<file path="src/rtl/sid_wr_bridge.sv">
// sid_wr_bridge
// Turns a stream of SPI bytes into paced SID register writes.
// A byte with bit 7 set selects the target register and carries the top two
// data bits. Each following byte with bit 7 clear supplies the low six data
// bits and queues one write to the selected register. Queued writes are sent
// to the SID one at a time. Each write spans exactly one 1 MHz CLKen pulse.
//
// Ports
//   CLK       in   system clock (12 MHz); all logic runs on its rising edge
//   RST       in   synchronous active-high reset
//   SPI_DATA  in   received SPI byte, valid while SPI_RECV is high
//   SPI_RECV  in   one-cycle strobe: a byte has been received
//   CLKen     in   1 MHz SID clock enable, one CLK cycle high per 12
//   WR        out  SID register write strobe
//   ADDR      out  SID register address
//   DATAW     out  SID write data
//   LEVEL     out  FIFO occupancy, including the write currently on WR
//   OVF       out  sticky flag: a push was dropped (optional)
//   DROP_CNT  out  dropped-push count, saturating at 255 (optional)
//
// Configuration
//   SID_WR_BRIDGE_OVF_STATUS_EN  when defined, adds the OVF and DROP_CNT
//                                outputs. The drop behaviour is the same
//                                with or without this macro.
module sid_wr_bridge #(
  parameter int DEPTH = 16
) (
  input  logic                   CLK,
  input  logic                   RST,
  input  logic [7:0]             SPI_DATA,
  input  logic                   SPI_RECV,
  input  logic                   CLKen,
  output logic                   WR,
  output logic [4:0]             ADDR,
  output logic [7:0]             DATAW,
  output logic [$clog2(DEPTH):0] LEVEL
`ifdef SID_WR_BRIDGE_OVF_STATUS_EN
  ,
  output logic                   OVF,
  output logic [7:0]             DROP_CNT
`endif
);

  localparam int AW = $clog2(DEPTH);
  localparam logic [AW:0] FullLevel = (AW+1)'(DEPTH);

  typedef enum logic {
    NOADDR,
    ADDRVALID
  } state_t;

  state_t        state_q, state_d;
  logic [4:0]    addr_q, addr_d;
  logic [1:0]    hi_q, hi_d;
  logic [AW-1:0] wrPtr_q, wrPtr_d;
  logic [AW-1:0] rdPtr_q, rdPtr_d;
  logic [AW:0]   level_q, level_d;
  logic          wr_q, wr_d;
  logic [4:0]    addrOut_q, addrOut_d;
  logic [7:0]    dataOut_q, dataOut_d;

  // Each entry is {address[4:0], data[7:0]}.
  logic [12:0]   mem [DEPTH];

  logic          pushReq;
  logic          pushOk;
  logic          popDone;
  logic          issue;
  logic          drop;
  logic          full;
  logic [12:0]   pushEntry;
  logic [12:0]   headEntry;

`ifdef SID_WR_BRIDGE_OVF_STATUS_EN
  logic          ovf_q, ovf_d;
  logic [7:0]    dropCnt_q, dropCnt_d;
`endif

  // Byte decoder, FIFO bookkeeping and write sequencer.
  // The entry on WR keeps its FIFO slot until its CLKen pulse is consumed.
  // It is popped only then. So LEVEL counts the write in flight, and the
  // full FIFO can accept a push in the same cycle the write completes.
  always_comb begin
    state_d   = state_q;
    addr_d    = addr_q;
    hi_d      = hi_q;
    wrPtr_d   = wrPtr_q;
    rdPtr_d   = rdPtr_q;
    level_d   = level_q;
    wr_d      = wr_q;
    addrOut_d = addrOut_q;
    dataOut_d = dataOut_q;
    pushReq   = 1'b0;
    pushEntry = {addr_q, hi_q, SPI_DATA[5:0]};
    headEntry = mem[rdPtr_q];

    if (SPI_RECV) begin
      if (SPI_DATA[7]) begin
        addr_d  = SPI_DATA[6:2];
        hi_d    = SPI_DATA[1:0];
        state_d = ADDRVALID;
      end else if (state_q == ADDRVALID) begin
        pushReq = 1'b1;
      end
    end

    full    = (level_q == FullLevel);
    popDone = wr_q && CLKen;
    issue   = !wr_q && (level_q != '0);
    pushOk  = pushReq && (!full || popDone);
    drop    = pushReq && full && !popDone;

    if (pushOk) begin
      wrPtr_d = wrPtr_q + AW'(1);
    end

    if (popDone) begin
      rdPtr_d = rdPtr_q + AW'(1);
      wr_d    = 1'b0;
    end else if (issue) begin
      wr_d      = 1'b1;
      addrOut_d = headEntry[12:8];
      dataOut_d = headEntry[7:0];
    end

    if (pushOk && !popDone) begin
      level_d = level_q + (AW+1)'(1);
    end else if (!pushOk && popDone) begin
      level_d = level_q - (AW+1)'(1);
    end
  end

  // State register with synchronous reset. Reset takes priority over any
  // byte or CLKen arriving in the same cycle. A write in flight is abandoned
  // and is not reissued.
  always_ff @(posedge CLK) begin
    if (RST) begin
      state_q   <= NOADDR;
      addr_q    <= '0;
      hi_q      <= '0;
      wrPtr_q   <= '0;
      rdPtr_q   <= '0;
      level_q   <= '0;
      wr_q      <= 1'b0;
      addrOut_q <= '0;
      dataOut_q <= '0;
    end else begin
      state_q   <= state_d;
      addr_q    <= addr_d;
      hi_q      <= hi_d;
      wrPtr_q   <= wrPtr_d;
      rdPtr_q   <= rdPtr_d;
      level_q   <= level_d;
      wr_q      <= wr_d;
      addrOut_q <= addrOut_d;
      dataOut_q <= dataOut_d;
    end
  end

  // FIFO storage. The array needs no reset because the pointers and the
  // level decide which entries are valid.
  always_ff @(posedge CLK) begin
    if (!RST && pushOk) begin
      mem[wrPtr_q] <= pushEntry;
    end
  end

`ifdef SID_WR_BRIDGE_OVF_STATUS_EN
  // Overflow status. It is sticky, and only reset clears it.
  always_comb begin
    ovf_d     = ovf_q | drop;
    dropCnt_d = dropCnt_q;
    if (drop && (dropCnt_q != 8'hFF)) begin
      dropCnt_d = dropCnt_q + 8'd1;
    end
  end

  always_ff @(posedge CLK) begin
    if (RST) begin
      ovf_q     <= 1'b0;
      dropCnt_q <= '0;
    end else begin
      ovf_q     <= ovf_d;
      dropCnt_q <= dropCnt_d;
    end
  end

  assign OVF      = ovf_q;
  assign DROP_CNT = dropCnt_q;
`endif

  assign WR    = wr_q;
  assign ADDR  = addrOut_q;
  assign DATAW = dataOut_q;
  assign LEVEL = level_q;

endmodule

</file>
<file path="config.mk">
export PLATFORM = sky130hd
export DESIGN_NAME = sid_wr_bridge
export DESIGN_NICKNAME = d
export VERILOG_FILES = /design/src/rtl/sid_wr_bridge.sv
export SDC_FILE = /design/constraint.sdc
export NUM_CORES = 1
export LEC_CHECK = 0
export BUFFER_PORTS_ARGS = -buffer_cell sky130_fd_sc_hd__buf_2
export CAP_MARGIN = 20
export CORE_AREA = 3 3 136 138
export CTS_CLUSTER_SIZE = 20
export DETAILED_ROUTE_END_ITERATION = 10
export DIE_AREA = 0 0 139 141
export HOLD_SLACK_MARGIN = 0.03
export PLACE_DENSITY_LB_ADDON = 0.1
export SLEW_MARGIN = 0
export SYNTH_ARGS = -nofsm -noshare
export SYNTH_HDL_FRONTEND = slang
export SYNTH_SLANG_ARGS = --single-unit
</file>
<file path="constraint.sdc">
create_clock -name CLK -period 2.54 [get_ports CLK]
set_input_delay 0.254 -clock CLK [delete_from_list [all_inputs] [get_ports CLK]]
set_output_delay 0.254 -clock CLK [all_outputs]
set_load 0.01 [all_outputs]
</file>
* Yosys cells after proc, flatten, opt, wreduce, memory -nomap -nowiden
Memories as Yosys holds them, arrays and structs flattened. A register that Yosys moved wholly into a read port is not among the register bits. Cells that the tools add are included.
Operators by class: bitwise operators 1, add/subtract/negate cells 4, multiplexer cells 7, equality and inequality tests 1, reductions and logical operators 17
Operators by type and width (number):
- $mux W5 | 2
- $add A4 B1 Y4 const B | 2
- $logic_and A1 B1 Y1 | 6
- $add A5 B1 Y5 const B | 1
- $eq A5 B5 Y1 const B | 1
- $logic_not A1 Y1 | 5
- $mux W1 | 5
- $reduce_bool A5 Y1 | 1
- $sub A5 B1 Y5 const B | 1
- $reduce_and A2 Y1 | 2
- $reduce_bool A2 Y1 | 1
- $reduce_or A2 Y1 | 1
- $logic_or A1 B1 Y1 | 1
- $not A1 Y1 | 1
Word-level totals: memories 1, logic and storage cells 38, input port bits 12, register bits 22, RAM bits 208, output and inout bits 19
Memory list:
- mem | words 16, width 13, rd ports 1, clocked after Yosys merged registers in 1, write ports 1, line 63 | logic [12:0] mem [DEPTH];

* Longest topological paths before layout
Gate-level depths: netlist (run 1).
depth in word-level cells 8, mapped depth 10, gate-level depth less buffers 9

* Worst setup path before layout (run 1)
OpenSTA, ideal clock, no wires.
path kind reg2reg, start point reg wr_q, in the netlist WR, end point reg level_q[4], in the netlist LEVEL[4], path slack -0.323 ns, data required time 2.419 ns, data arrival time 2.742 ns, cell stages (with the launch flop) 11, period minus slack after synthesis 2.863 ns, path buffers 1, setup time 0.121 ns, cells stage by stage dfxtp_1 > clkbuf_1 > nand2_1 > a31oi_2 > ha_1 > inv_1 > fa_1 > a21o_1 > a21oi_1 > mux2i_1 > mux2_2
Between the ends: cells in the longest elaborated chain, start to end 6, elaborated cells on any way between the ends 9, those cells by class 1 x mux; 8 x reduce/logical
RTL lines:
- start: declaration | line 58 | logic wr_q, wr_d;
- start signal: assignment | line 154 | wr_q <= wr_d;
- $logic_and A1 B1 Y1 (*) | line 108 | popDone = wr_q && CLKen;
- $logic_or A1 B1 Y1 | line 110 | pushOk = pushReq && (!full || popDone);
- $logic_and A1 B1 Y1 | line 110
- $logic_not A1 Y1 | line 128 | end else if (!pushOk && popDone) begin
- $logic_and A1 B1 Y1 | line 128
- $reduce_bool A2 Y1 (no line)
- end signal: assignment | line 153 | level_q <= level_d;
- end: declaration | line 57 | logic [AW:0] level_q, level_d;
Mark *: on every way between the ends. The rest lies on a longest branch, timed or not. A chain may end at the register's enable or synchronous reset.

* Worst setup path in the final report (run 1)
start point reg level_q[3], in the netlist LEVEL[3], end point reg level_q[4], in the netlist LEVEL[4]
Between the ends: cells in the longest elaborated chain, start to end 7, elaborated cells on any way between the ends 12, those cells by class 2 x add/sub; 1 x eq/ne; 2 x mux; 7 x reduce/logical
RTL lines:
- branches (longest 7 deep; another with $sub A5 B1 Y5)
Parallel ways; which one is timed is not known. The select of a mux whose other input is x is not followed.

==> impl_metrics.tcl, run 1 <==
set metrics [dict create \
    status "finished, final reports clean" \
    yosysSeqAreaShare 0.731 \
    grt_max_degree 54 \
    wire_per_inst_um 24.7 \
    max_slew_margin 0.433 \
    cts_sinks 243 \
    synth.distinct_cells 35 \
    startpoint_type "flop" \
    cpLargestDelayFamily "multiplexers" \
    dr_total_vias 4837 \
    ios 31 \
    synth-simple-area-share 0.0386 \
    synth_ff_type "edfxtp_1" \
    antenna_found_initial 0 \
    synth_top_family_by_area "multiplexers" \
    drc_errors 0 \
    coreArea_sq_um 17300 \
    cts_buffers 25 \
    synth_top_area_cell "edfxtp_1" \
    netlist_area_sq_um 9500 \
    drv_cap 0 \
    drive_gt1_frac 0.291 \
    track_usage 0.211 \
    vias_per_cell 6.01 \
    synth_xor_area_frac 0.00737 \
    critPathKind "reg2reg" \
    dieArea_sq_um 19600 \
    yosysWarnings 0 \
    place_congestion 0.847 \
    synth-edff-count 208 \
    required_ns 2.94 \
    ys_seq_elements 243 \
    power_density_nw_per_um2 876 \
    wirelength_mm 19.9 \
    crit_chain "nor4_4 -> a31oi_4 -> ha_2 -> inv_2 -> ha_1 -> a21o_1 -> a21oi_2 -> mux2i_1 -> mux2_2" \
    drtPass1Iterations 4 \
    grt-ovfl-total 0 \
    initial_core_util 0.549 \
    p_total_w 0.00969 \
    synth_cells 490 \
    end_kind "flop" \
    fin_skew_ns 0.0127 \
    final_nets 585 \
    hpwl_mm 12.4 \
    syn-mean-instance-area_sq_um 19.4 \
    placed_cell_area_sq_um 10200 \
    min_period_ns 2.44 \
    final_common_cell "edfxtp_1" \
    max_stage_delay_ns 0.38 \
    die_y_um 141 \
    ant_nets 0 \
    initialDrtViolationCount 479 \
    max_freq_mhz 410 \
    cts.clk_slew.worst_paths_ns 0.06 \
    h-tree-depth 1 \
    post_cts_buffers 0 \
    worstPathArrival_ns 2.83 \
    synthAdderAreaFrac 0.0140 \
    hold_viol 0 \
    area_delta_synth_final_pct 16.4 \
    crit_slowest_cell "nor4_4" \
    ir_worst_vdd_v 0.000660 \
    synth_area_leaders "edfxtp_1 66%, mux4_2 8.3%, dfxtp_1 7.4%, mux4_1 4.7%, nor2_1 1.7%" \
    fin_area_sq_um 11100 \
    cp_max_fo 5 \
    synth.net_count 512 \
    synth_top_area_frac 0.657 \
    portBuffers 30 \
    worst_slew_pin_slew_ns 0.851 \
    antennaDiodeCount 0 \
    cts_tree "done" \
    grt_pass1_wl_mm 30.9 \
    clock_path_buffers 3 \
    crit_buf_inv 1 \
    insertion_delay_ns 0.51 \
    num_rows 48 \
    synth_compound_area_frac 0.0294 \
    die_w_um 139 \
    synth_mux_area_frac 0.163 \
    setup_viol 0 \
    clk_root_buffer_cell "clkbuf_16" \
    holdWs_ns 0.134 \
    final_cell_mix "208 x edfxtp_1, 43 x nor2_1, 37 x buf_4, 35 x mux4_2" \
    fin_crit_sh 0.960 \
    async_reset_ff_frac 0 \
    hp-class "in2reg" \
    power.leakage_nw 3.73 \
    slew_violations 0 \
    grt_pass1_vias 5132 \
]
[layer usage]
| metal | wire length, um | track usage | vias up |
|---|---|---|---|
| li1 | - | - | 2137 |
| met1 | 8480 | 0.310 | 2511 |
| met2 | 9590 | 0.331 | 152 |
| met3 | 1310 | 0.0299 | 37 |
| met4 | 516 | 0.0721 | 0 |
| met5 | 0 | 0 | - |
[final timing paths]
kind / slack (ns) / endpoint / from / depth (start not counted)
hold reg to reg: 0.49 / DATAW[6]$_SDFFE_PP0P_ / DATAW[6]$_SDFFE_PP0P_ / 1
setup / recovery: 0.10 / LEVEL[4]$_SDFFE_PP0P_ / LEVEL[3]$_SDFFE_PP0P_ / 9
hold / removal: 0.13 / mem[0][0]$_DFFE_PP_ / SPI_DATA[0] / 1
setup reg to reg: 0.10 / LEVEL[4]$_SDFFE_PP0P_ / LEVEL[3]$_SDFFE_PP0P_ / 9
[per-stage QoR]
step | utilization | instances | setup slack [ns] | TNS (ns)
after CTS | 0.639 | 805 | 0.0878 | 0
after global routing | 0.639 | 805 | -0.0225 | -0.0225
after floorplan | - | 490 | 0.0128 | 0
final | 0.639 | 805 | 0.102 | 0
after detailed placement | 0.587 | 759 | 0.0975 | 0
after global placement | 0.587 | 759 | 0.114 | 0
[cell type report]
class / count / area, sq um
flip-flops and latches: 243 / 6950
fillers: 1226 / 6240
multi-input cells: 216 / 2420
clock buffers: 31 / 688
repair buffers: 72 / 508
well taps: 225 / 282
clock inverters: 13 / 190
inverters: 5 / 18.8
[cells in the mapped netlist, types with 4 or more instances]
master    number
edfxtp_1     208
nor2_1        43
dfxtp_1       35
mux4_2        35
mux4_1        17
mux2i_1       16
clkbuf_1      15
a21oi_1       14
mux2_2        14
nand2_1       14
a221o_1       13
nand3_1       11
ha_1           9
buf_2          6
inv_1          5
xor2_1         5
buf_6          4
[power by group]
| part | switching (W) | leakage [nW] | internal (W) |
|---|---|---|---|
| registers | 0.000157 | 2.20 | 0.00447 |
| clock network | 0.00142 | 0.424 | 0.00241 |
| logic | 0.000645 | 1.11 | 0.000578 |
[cells by family (layout without fill, tap and decap cells)]
group           after synthesis  in the layout
flops                       243            243
mux                          82             82
simple gates                 80             80
compound gates               36             36
buf+inv                      31            121
fa+ha+maj                    10             10
xor+xnor                      8              8
[registers in the layout, indices dropped and copies added (netlist names)]
signal   flops
DATAW        8
wrPtr_q      4
hi_q         2
LEVEL        5
rdPtr_q      4
ADDR         5
state_q      1
addr_q       5
WR           1
mem        208
[timing repair]
action,CTS,global route
hold buffers,2,0
hold endpoints to repair,2,0
gates resized for setup,0,1
setup endpoints to repair,0,1
Note: power is estimated with default switching activity, not from simulation.
==> run 2: changes to the inputs <==
--- a/config.mk
+++ b/config.mk
@@ -7,10 +7,12 @@
 export LEC_CHECK = 0
 export BUFFER_PORTS_ARGS = -buffer_cell sky130_fd_sc_hd__buf_2
 export CAP_MARGIN = 20
-export CORE_AREA = 3 3 136 138
+export CELL_PAD_IN_SITES_DETAIL_PLACEMENT = 1
+export CELL_PAD_IN_SITES_GLOBAL_PLACEMENT = 1
+export CORE_AREA = 3 3 144 146
 export CTS_CLUSTER_SIZE = 20
 export DETAILED_ROUTE_END_ITERATION = 10
-export DIE_AREA = 0 0 139 141
+export DIE_AREA = 0 0 147 149
 export HOLD_SLACK_MARGIN = 0.03
 export PLACE_DENSITY_LB_ADDON = 0.1
 export SLEW_MARGIN = 0
==> impl_metrics.tcl, run 2 (synthesized netlist as in run 1, its figures left out) <==
set metrics [dict create \
    critPathKind "reg2reg" \
    worstPathArrival_ns 2.81 \
    portBuffers 30 \
    max_freq_mhz 415 \
    required_ns 2.94 \
    insertion_delay_ns 0.51 \
    fin_crit_sh 0.948 \
    ios 31 \
    h-tree-depth 1 \
    drtPass1Iterations 4 \
    slew_violations 0 \
    clk_root_buffer_cell "clkbuf_16" \
    wire_per_inst_um 25.4 \
    initial_core_util 0.487 \
    hpwl_mm 12.7 \
    ant_nets 0 \
    die_y_um 149 \
    hold_viol 0 \
    holdWs_ns 0.146 \
    max_slew_margin 0.405 \
    initialDrtViolationCount 338 \
    dp_slack_ns -0.0300 \
    ir_worst_vdd_v 0.000537 \
    fin_area_sq_um 11100 \
    drv_cap 0 \
    final_nets 585 \
    reg2reg_depth 9 \
    placed_cell_area_sq_um 10200 \
    area_delta_synth_final_pct 16.4 \
    power_density_nw_per_um2 865 \
    grt-ovfl-total 0 \
    final_common_cell "edfxtp_1" \
    die_w_um 147 \
    dr_total_vias 4866 \
    cts_sinks 243 \
    cts_tree "done" \
    antennaDiodeCount 0 \
    power.leakage_nw 3.71 \
    largest_reg_flops 208 \
    grt_max_degree 41 \
    vias_per_cell 5.75 \
    grt_pass1_wl_mm 32.8 \
    worst_slew_pin_slew_ns 0.892 \
    post_cts_buffers 0 \
    hold_depth 1 \
    fin_skew_ns 0.0176 \
    coreArea_sq_um 19500 \
    cp_max_fo 5 \
    top_register "mem" \
    startpoint_type "flop" \
    setup_viol 0 \
    drive_gt1_frac 0.289 \
    grt_pass1_vias 5248 \
    cts.clk_slew.worst_paths_ns 0.06 \
    min_period_ns 2.41 \
    num_rows 51 \
    cts_buffers 25 \
    hp-class "in2reg" \
    drc_errors 0 \
    dieArea_sq_um 21900 \
    setup_ws_ns 0.131 \
    wirelength_mm 21.5 \
    setup_tns_ns 0 \
    p_total_w 0.00957 \
    clock_path_buffers 3 \
    final_cell_mix "208 x edfxtp_1, 43 x nor2_1, 37 x buf_4, 35 x mux4_2" \
    antenna_found_initial 0 \
    track_usage 0.201 \
    status "finished, final reports clean" \
    place_congestion 0.769 \
    end_kind "flop" \
    rsz0062_at_grt "no" \
]
-- run 2: repair_timing --
action,in CTS,in global routing
hold buffers,2,0
setup endpoints to repair,0,1
gates resized for setup,0,1
hold endpoints to repair,3,0
-- run 2: metal layers --
| layer | track usage | wire length (um) |
|---|---|---|
| met1 | 0.279 | 9370 |
| met5 | 0 | 0 |
| met3 | 0.0346 | 978 |
| met4 | 0.0410 | 264 |
| met2 | 0.343 | 10900 |
-- run 2: cell type report --
class	instances	area, sq um
multi-input cells	216	2420
fillers	1761	8460
repair buffers	72	508
clock inverters	6	82.6
clock buffers	39	748
inverters	5	18.8
well taps	265	332
flip-flops and latches	243	6950
-- run 2: worst paths after layout --
| kind | endpoint | slack (ns) | start |
|---|---|---|---|
| hold / removal | mem[6][1]$_DFFE_PP_ | 0.15 | SPI_DATA[1] |
| setup / recovery | LEVEL[4]$_SDFFE_PP0P_ | 0.13 | state_q$_SDFFE_PP0P_ |
| setup reg to reg | LEVEL[4]$_SDFFE_PP0P_ | 0.13 | state_q$_SDFFE_PP0P_ |
| hold reg to reg | state_q$_SDFFE_PP0P_ | 0.48 | state_q$_SDFFE_PP0P_ |
-- run 2: report_power, final --
group | internal (W) | total [W] | switching (W)
clock | 0.00222 | 0.00366 | 0.00144
combinational | 0.000612 | 0.00130 | 0.000692
sequential | 0.00447 | 0.00460 | 0.000138
-- run 2: metrics by stage --
stage                     utilization  std cells
final                           0.567        846
after global routing            0.567        846
after CTS                       0.566        846
after detailed placement        0.523        799
after global placement          0.523        799
after floorplan                     -        490
-- run 2: critical path: stages, from the launching register on --
cell      delay (ns)
dfxtp_1         0.33
nand3b_1        0.23
a31oi_4         0.23
ha_2            0.21
inv_2           0.07
fa_2            0.35
a21o_1          0.20
a21oi_2         0.14
mux2i_1         0.20
mux2_2          0.35
